$ cat src/rtl/unpack_8b1b.sv
`timescale 1ns/1ps
`default_nettype none
// ============================================================================
// Module   : unpack_8b1b
// Function : Serializes whole bytes into single-bit words, MSB first, through
//            a two-entry (shift + hold) byte buffer.
// Revision : 1.0 - initial release
// ============================================================================
module unpack_8b1b #(
    parameter bit UNPACK_ENABLE = 1'b1
) (
    input  logic       clk,
    input  logic       rst_n,
    input  logic [7:0] din_i,
    input  logic       we_i,
    output logic       full_o,
    output logic [7:0] dout_o,
    output logic       en_o,
    input  logic       re_i,
    output logic       ovf_o
);

    logic [7:0] sh_q, sh_d;
    logic [7:0] hd_q, hd_d;
    logic       sh_v_q, sh_v_d;
    logic       hd_v_q, hd_v_d;
    logic [2:0] cnt_q, cnt_d;
    logic       ovf_q, ovf_d;

    logic       w_full;
    logic       w_accept;
    logic       w_pop;
    logic       w_last;

    assign w_full   = sh_v_q & hd_v_q;
    assign w_accept = we_i & ~w_full;
    assign w_pop    = sh_v_q & re_i;
    assign w_last   = w_pop & (cnt_q == 3'd7);

    always_comb begin
        sh_d   = sh_q;
        hd_d   = hd_q;
        sh_v_d = sh_v_q;
        hd_v_d = hd_v_q;
        cnt_d  = cnt_q;
        ovf_d  = ovf_q;

        if (w_pop) begin
            if (!w_last) begin
                sh_d  = {sh_q[6:0], 1'b0};
                cnt_d = cnt_q + 3'd1;
            end else begin
                cnt_d = 3'd0;
                if (hd_v_q) begin
                    sh_d   = hd_q;
                    hd_v_d = 1'b0;
                end else if (w_accept) begin
                    // Incoming byte bypasses the empty hold register.
                    sh_d = din_i;
                end else begin
                    sh_d   = {sh_q[6:0], 1'b0};
                    sh_v_d = 1'b0;
                end
            end
        end

        if (w_accept) begin
            if (!sh_v_q) begin
                sh_d   = din_i;
                sh_v_d = 1'b1;
                cnt_d  = 3'd0;
            end else if (!w_last) begin
                hd_d   = din_i;
                hd_v_d = 1'b1;
            end
        end

        if (we_i && w_full) begin
            ovf_d = 1'b1;
        end
    end

    // In pass-through mode the registers never leave their reset values.
    always_ff @(posedge clk or negedge rst_n) begin
        if (!rst_n) begin
            sh_q   <= 8'd0;
            hd_q   <= 8'd0;
            sh_v_q <= 1'b0;
            hd_v_q <= 1'b0;
            cnt_q  <= 3'd0;
            ovf_q  <= 1'b0;
        end else if (UNPACK_ENABLE) begin
            sh_q   <= sh_d;
            hd_q   <= hd_d;
            sh_v_q <= sh_v_d;
            hd_v_q <= hd_v_d;
            cnt_q  <= cnt_d;
            ovf_q  <= ovf_d;
        end
    end

    generate
        if (UNPACK_ENABLE) begin : g_serialize
            assign en_o   = sh_v_q;
            assign dout_o = {7'd0, sh_q[7]};
            assign full_o = w_full;
            assign ovf_o  = ovf_q;
        end else begin : g_passthru
            assign en_o   = we_i;
            assign dout_o = din_i;
            assign full_o = 1'b0;
            assign ovf_o  = 1'b0;
        end
    endgenerate

endmodule
`default_nettype wire

$ cat config.mk
export PLATFORM = sky130hd
export DESIGN_NAME = unpack_8b1b
export DESIGN_NICKNAME = d
export VERILOG_FILES = /design/src/rtl/unpack_8b1b.sv
export SDC_FILE = /design/constraint.sdc
export NUM_CORES = 1
export LEC_CHECK = 0
export CAP_MARGIN = 20
export CELL_PAD_IN_SITES_DETAIL_PLACEMENT = 0
export CELL_PAD_IN_SITES_GLOBAL_PLACEMENT = 2
export CORE_MARGIN = 3
export CORE_UTILIZATION = 30
export DETAILED_ROUTE_END_ITERATION = 16
export GPL_TIMING_DRIVEN = 0
export PLACE_DENSITY = 0.81
export RECOVER_POWER = 50
export SETUP_SLACK_MARGIN = 0.05
export SLEW_MARGIN = 40
export SYNTH_ARGS = -nofsm -noshare
export SYNTH_HDL_FRONTEND = slang
export SYNTH_SLANG_ARGS = --single-unit
export TNS_END_PERCENT = 50
$ cat constraint.sdc
create_clock -name clk -period 1.6 [get_ports clk]
set_clock_uncertainty 0.15 [all_clocks]
set_input_delay 0.48 -clock clk [delete_from_list [all_inputs] [get_ports clk]]
set_output_delay 0.48 -clock clk [all_outputs]
set_load 0.02 [all_outputs]
==> results.md, run 1 <==
* Detailed Place HPWL at 2.262 mm
* Initial core utilization at 0.3146
* Peak Freq at 557.2 MHz
* Critical Path AT at 1800 ps
* GP Congestion at 0.8153
* Synth Register Bits at 22
* Yosys top cell by area: dfrtp_1
* CP cell instances: clkdlybuf4s50_1 -> buf_4 -> nand2_2 -> a32o_1 -> a31o_2
* Status: complete, but fails checks
* Crit end category: flip-flop
* CP bufs+invs at 2
* Post-synthesis cell type count at 32
* Synth area leaders: dfrtp_1 (40%), mux2_2 (11%), mux2_4 (8.6%)
* Via count at 1,116
* Crit Path Max Fanout at 10
* Final core occ at 0.4118
* Vias in the first global route at 1,092
* Seq/Total Area, Yosys at 0.3964
* Final nets at 182
* Leak at 0.0007966 uW
* Port Buffers at 15
* EDFF count, synth at 0
* Synth Cell Area at 1389 um^2
* N_diodes at 0
* Area delta synth->final at 30.90%
* Total Routed Length at 3.507 mm
* DRC viols at 0
* CP peak stage delay at 510 ps
* CTS tree: yes
* Fraction of layout cells with a size suffix above 1 at 0.4217
* Worst slew margin at 0.6022
* Vias per inst at 5.119
* Async set-reset flop share out of synthesis at 1.000
* Final Instance Area at 1818 um^2
* CP Class: input pin to flip-flop
* Cell Pwr Density at 1320 nW/um^2
* Failing checks: negative setup slack
* Clock latency on the worst-skew pair at 260 ps
* Maximum clock insertion buffer count at 2
* Critical Path Slowest Stage Cell: clkdlybuf4s50_1
* Synth cell count leaders: dfrtp_1 (22), a21oi_1 (14), mux2_2 (13)
* Die area at 5482 um^2
* Most frequent cell after synthesis: dfrtp_1
* # IOs at 23
* YS warnings at 0
* Worst-path clk slew at 80 ps
* Die H at 74.04 um
* Core Footprint at 4414 um^2
* Drt wl/cell at 16.09 um
* First-pass GRT wire length at 5.575 mm
* Antenna viol nets, final at 0
* Cell family with most CP delay: buffers and inverters
* RSZ-0062 raised after global routing: yes
* Clock period minus worst slack at 1795 ps
* Worst path required time at 1610 ps
* Crit share post-route at 1.122
* Max Cap Viol at 0
* Drt first pass iters at 4
* VDD IR max at 448.3 uV
* Cell count after synthesis at 130
* Sum Neg Setup Slack at -1775 ps
* Worst hold path type: input pin to asynchronous set/reset pin
* Final Max Tran Viols at 0
* Dpl cell area at 1643 um^2
* Post-synthesis average cell area at 10.68 um^2
* CTS Sinks at 22
* GR Util All Layers at 0.1345
* CTS root buf: clkbuf_8
* Top_reg_cell synth: dfrtp_1
* Initial antenna violation count at 0
* Yosys top cell area share at 0.3964
* Worst setup SP type: input pin
* Iter 0 DRT Violations at 57
* Final setup fails at 15
* Worst-Margin Slew at 596.8 ps
* CTS H-tree lvls at 1
* Largest net degree at the start of global routing at 23
* Total gr overflow at 0
* Final hold viol count at 0
* Total CTS buffers at 3
* DIE WIDTH at 74.04 um
* Num rows at 24
* Setup WS post-layout at -194.6 ps
==> layer usage <==
layer / up-vias / wire, um / part of all wire / GRT usage
met5: - / 0 / 0 / 0
met4: 0 / 57 / 0.016 / 0.06439
met3: 5 / 154 / 0.044 / 0.01892
met2: 32 / 1740 / 0.50 / 0.2224
met1: 549 / 1555 / 0.44 / 0.1722
li1: 530 / - / - / -
==> sequential cells by signal (all words and copies together) (netlist names) <==
| name | flops |
|---|---|
| en_o | 1 |
| hd_q | 8 |
| sh_q | 8 |
| cnt_q | 3 |
| ovf_o | 1 |
| hd_v_q | 1 |
==> cells by family (layout without fill, tap and decap cells) <==
| family | after synthesis | after routing | share of synthesized area |
|---|---|---|---|
| AOI/OAI and AO/OA | 36 | 36 | 0.1676 |
| adders and majority gates | 2 | 2 | 0.01802 |
| buffers and inverters | 19 | 49 | 0.09189 |
| DFF | 22 | 22 | 0.3964 |
| muxes | 23 | 23 | 0.2063 |
| other | 1 | 7 | 0.002700 |
| and+or+nand+nor | 27 | 27 | 0.1171 |
==> metrics by stage <==
stage	power, uW	hold slack [ps]	cells	setup WS (ps)
3_3_place_gp	1864	290.6	203	-633.0
6_report	2399	55.13	218	-194.6
3_5_place_dp	1903	297.9	203	-608.0
4_1_cts	2357	52.28	212	-185.3
5_1_grt	2569	93.00	218	-236.8
2_1_floorplan	1652	34.41	136	-82.73
==> report_power, final <==
part / total (uW) / switching [uW] / internal [uW]
Sequential: 939 / 165 / 774
Clock: 351 / 183 / 168
Combinational: 1110 / 434 / 675
Total: 2400 / 782 / 1620
==> final cells by class <==
cell class | instances | area, um^2
Buffer | 16 | 143.9
Sequential cell | 22 | 551.8
Inverter | 3 | 15.01
Multi-Input combinational cell | 95 | 764.5
Fill cell | 436 | 2596
Tap cell | 52 | 65.06
Timing Repair Buffer | 27 | 236.5
Clock buffer | 3 | 41.29
==> cells in the final DEF (no fill, tap or decap), drive strengths merged, types with 2 or more instances in the layout <==
cell type      synthesis  routed
mux2                  21      21
conb                   1       7
mux2i                  2       2
clkbuf                 0       4
o211ai                 7       7
clkdlybuf4s50          0       9
inv                    3       2
nand2                  5       5
nor2                   4       4
dfrtp                 22      22
o21ai                  2       2
a21oi                 14      14
ha                     2       2
or2b                   6       6
a31o                   3       3
nand2b                 5       5
buf                   16      32
o22ai                  5       5
==> worst paths after layout <==
path,from,end,slack (ps),cells past startpoint
min,rst_n,en_o,60,1
min reg2reg,ovf_o,ovf_o,310,1
max,re_i,sh_q[0],-190,5
max in group asynchronous,rst_n,hd_v_q,820,1
min in group clk,ovf_o,ovf_o,310,1
max reg2reg,cnt_q[0],hd_q[3],-170,6
==> timing repair <==
action / 4_1_cts / 5_1_grt
pin swaps: 0 / 1
hold buffers: 0 / 0
buffers inserted: 5 / 6
endpoints found under the hold margin: 0 / 0
resized for setup: 31 / 7
setup endpoints to repair: 22 / 22
cloned: 1 / 0
Power figures use the tool's default switching activity.
==> inputs of run 2 (changes only) <==
Settings changed: CORE_ASPECT_RATIO set to 1.4.
==> run 2 against run 1 <==
Cell count rose by 3.2%. Sequential share of layout area fell by 0.61 points. Die area grew 0.21%. Critical path depth up 1. Clock-buffer cell count is the same. Largest cell class unchanged. The run still ends with negative setup slack left. Global-route usage is 0.43 points higher. Clock power fell by 3%. Routed wire length increased by 0.94%. Setup slack improved by 39 ps. Hold slack got worse by 2.3 ps. Sequential power up 2%. Combinational power up 5%.
==> results.md, run 2 (same netlist as run 1, synthesis figures left out) <==
* Status: complete, but fails checks
* Failing checks: negative setup slack
* Crit end category: flip-flop
* Regs by FF count: hd_q (8), sh_q (8), cnt_q (3)
* CP cell instances: ha_4 -> ha_4 -> nand2_2 -> and4b_1 -> buf_6 -> mux2_4
* Die H at 86.51 um
* CTS Sinks at 22
* Critical Path Slowest Stage Cell: dfrtp_1
* CTS H-tree lvls at 1
* Total CTS buffers at 3
* CP Class: flip-flop to flip-flop
* GP Congestion at 0.7691
* Area delta synth->final at 33.60%
* Final setup fails at 13
* Power after layout at 2465 uW
* Crit share post-route at 1.097
* Worst-path clk slew at 80 ps
* Vias in the first global route at 1,190
* Final nets at 181
* Clock period minus worst slack at 1756 ps
* Port Buffers at 15
* CP peak stage delay at 410 ps
* Worst path required time at 1590 ps
* Drt first pass iters at 4
* Dpl cells at 211
* Core Footprint at 4344 um^2
* Iter 0 DRT Violations at 77
* Final Max Tran Viols at 0
* Setup WS post-layout at -155.8 ps
* Worst-Margin Slew at 583.6 ps
* Cell Pwr Density at 1328 nW/um^2
* CTS root buf: clkbuf_8
* # IOs at 23
* Die area at 5494 um^2
* Fraction of layout cells with a size suffix above 1 at 0.4545
* Worst setup SP type: flip-flop
* DRC viols at 0
* Critical Path AT at 1750 ps
* Worst slew margin at 0.6109
* Filler cell count in the final layout at 451
* Max Cap Viol at 0
* Cell family with most CP delay: flip-flops
* Leak at 0.0008020 uW
* Detailed Place HPWL at 2.311 mm
* Num rows at 28
* Most frequent cells in the layout: dfrtp_1 (21), buf_4 (16), mux2_2 (13)
* Final hold viol count at 0
* Drt wl/cell at 15.73 um
* Total gr overflow at 0
* Via count at 1,106
* DIE WIDTH at 63.51 um
* Maximum clock insertion buffer count at 2
* Vias per inst at 4.916
* RSZ-0062 raised after global routing: yes
* Dpl cell area at 1653 um^2
* Finished Layout Cells at 225
* Peak Freq at 569.5 MHz
* Crit Path Max Fanout at 8
* Initial core utilization at 0.3197
* Largest net degree at the start of global routing at 23
* N_diodes at 0
* CTS tree: yes
* Worst hold path type: input pin to asynchronous set/reset pin
* GR Util All Layers at 0.1388
* Total Routed Length at 3.540 mm
* CP bufs+invs at 1
* First-pass GRT wire length at 6.023 mm
* VDD IR max at 417.2 uV
* Most used cell, CP: ha_4
* Antenna viol nets, final at 0
* Clock latency on the worst-skew pair at 260 ps
* Most common cell after layout, fill and taps aside: dfrtp_1
* Final Instance Area at 1856 um^2
* Initial antenna violation count at 0
==> run 2: final timing paths <==
kind,startpoint,end,slack (ps),depth (start not counted)
worst max register to register,cnt_q[0],hd_q[4],-160,6
worst min register to register,ovf_o,ovf_o,300,1
max in group asynchronous,rst_n,hd_v_q,830,1
worst max-delay path,cnt_q[0],hd_q[4],-160,6
min in group clk,ovf_o,ovf_o,300,1
worst min-delay path,rst_n,hd_q[6],50,1
==> run 2: timing repair <==
item,CTS,global route
cloned,1,0
pin swaps,2,1
endpoints found under the setup margin,22,21
hold buffers,0,0
buffers inserted,7,3
resized for setup,35,15
==> run 2: per-layer routing <==
layer,share of wire,vias up,GRT usage
met1,0.42,544,0.1679
met2,0.52,28,0.2424
met5,0,-,0
li1,-,528,-
met3,0.031,6,0.01816
met4,0.024,0,0.06483
==> run 2: final cells by class <==
type	count	area, um^2	area share
Buffer	16	151.4	0.08159
Clock buffer	3	41.29	0.02225
Inverter	3	15.01	0.008092
Multi-Input combinational cell	95	793.3	0.4275
Sequential cell	22	551.8	0.2974
Tap cell	60	75.07	0.04046
Timing Repair Buffer	26	227.7	0.1227
==> run 2: power by group <==
group          switching [uW]  internal [uW]  total, uW
Sequential                184            774        958
Combinational             459            707       1170
Clock                     173            168        341
Total                     816           1650       2460
==> run 2: per-stage QoR <==
step,setup slack [ps],hold slack (ps),util,setup TNS (ps)
5_1_grt,-202.2,90.93,0.4271,-2181
2_1_floorplan,-82.73,34.41,-,-720.2
4_1_cts,-155.8,50.22,0.4124,-1583
6_report,-155.8,52.83,0.4271,-1443
3_3_place_gp,-626.0,293.2,0.3816,-16070
3_5_place_dp,-624.9,298.0,0.3805,-8922
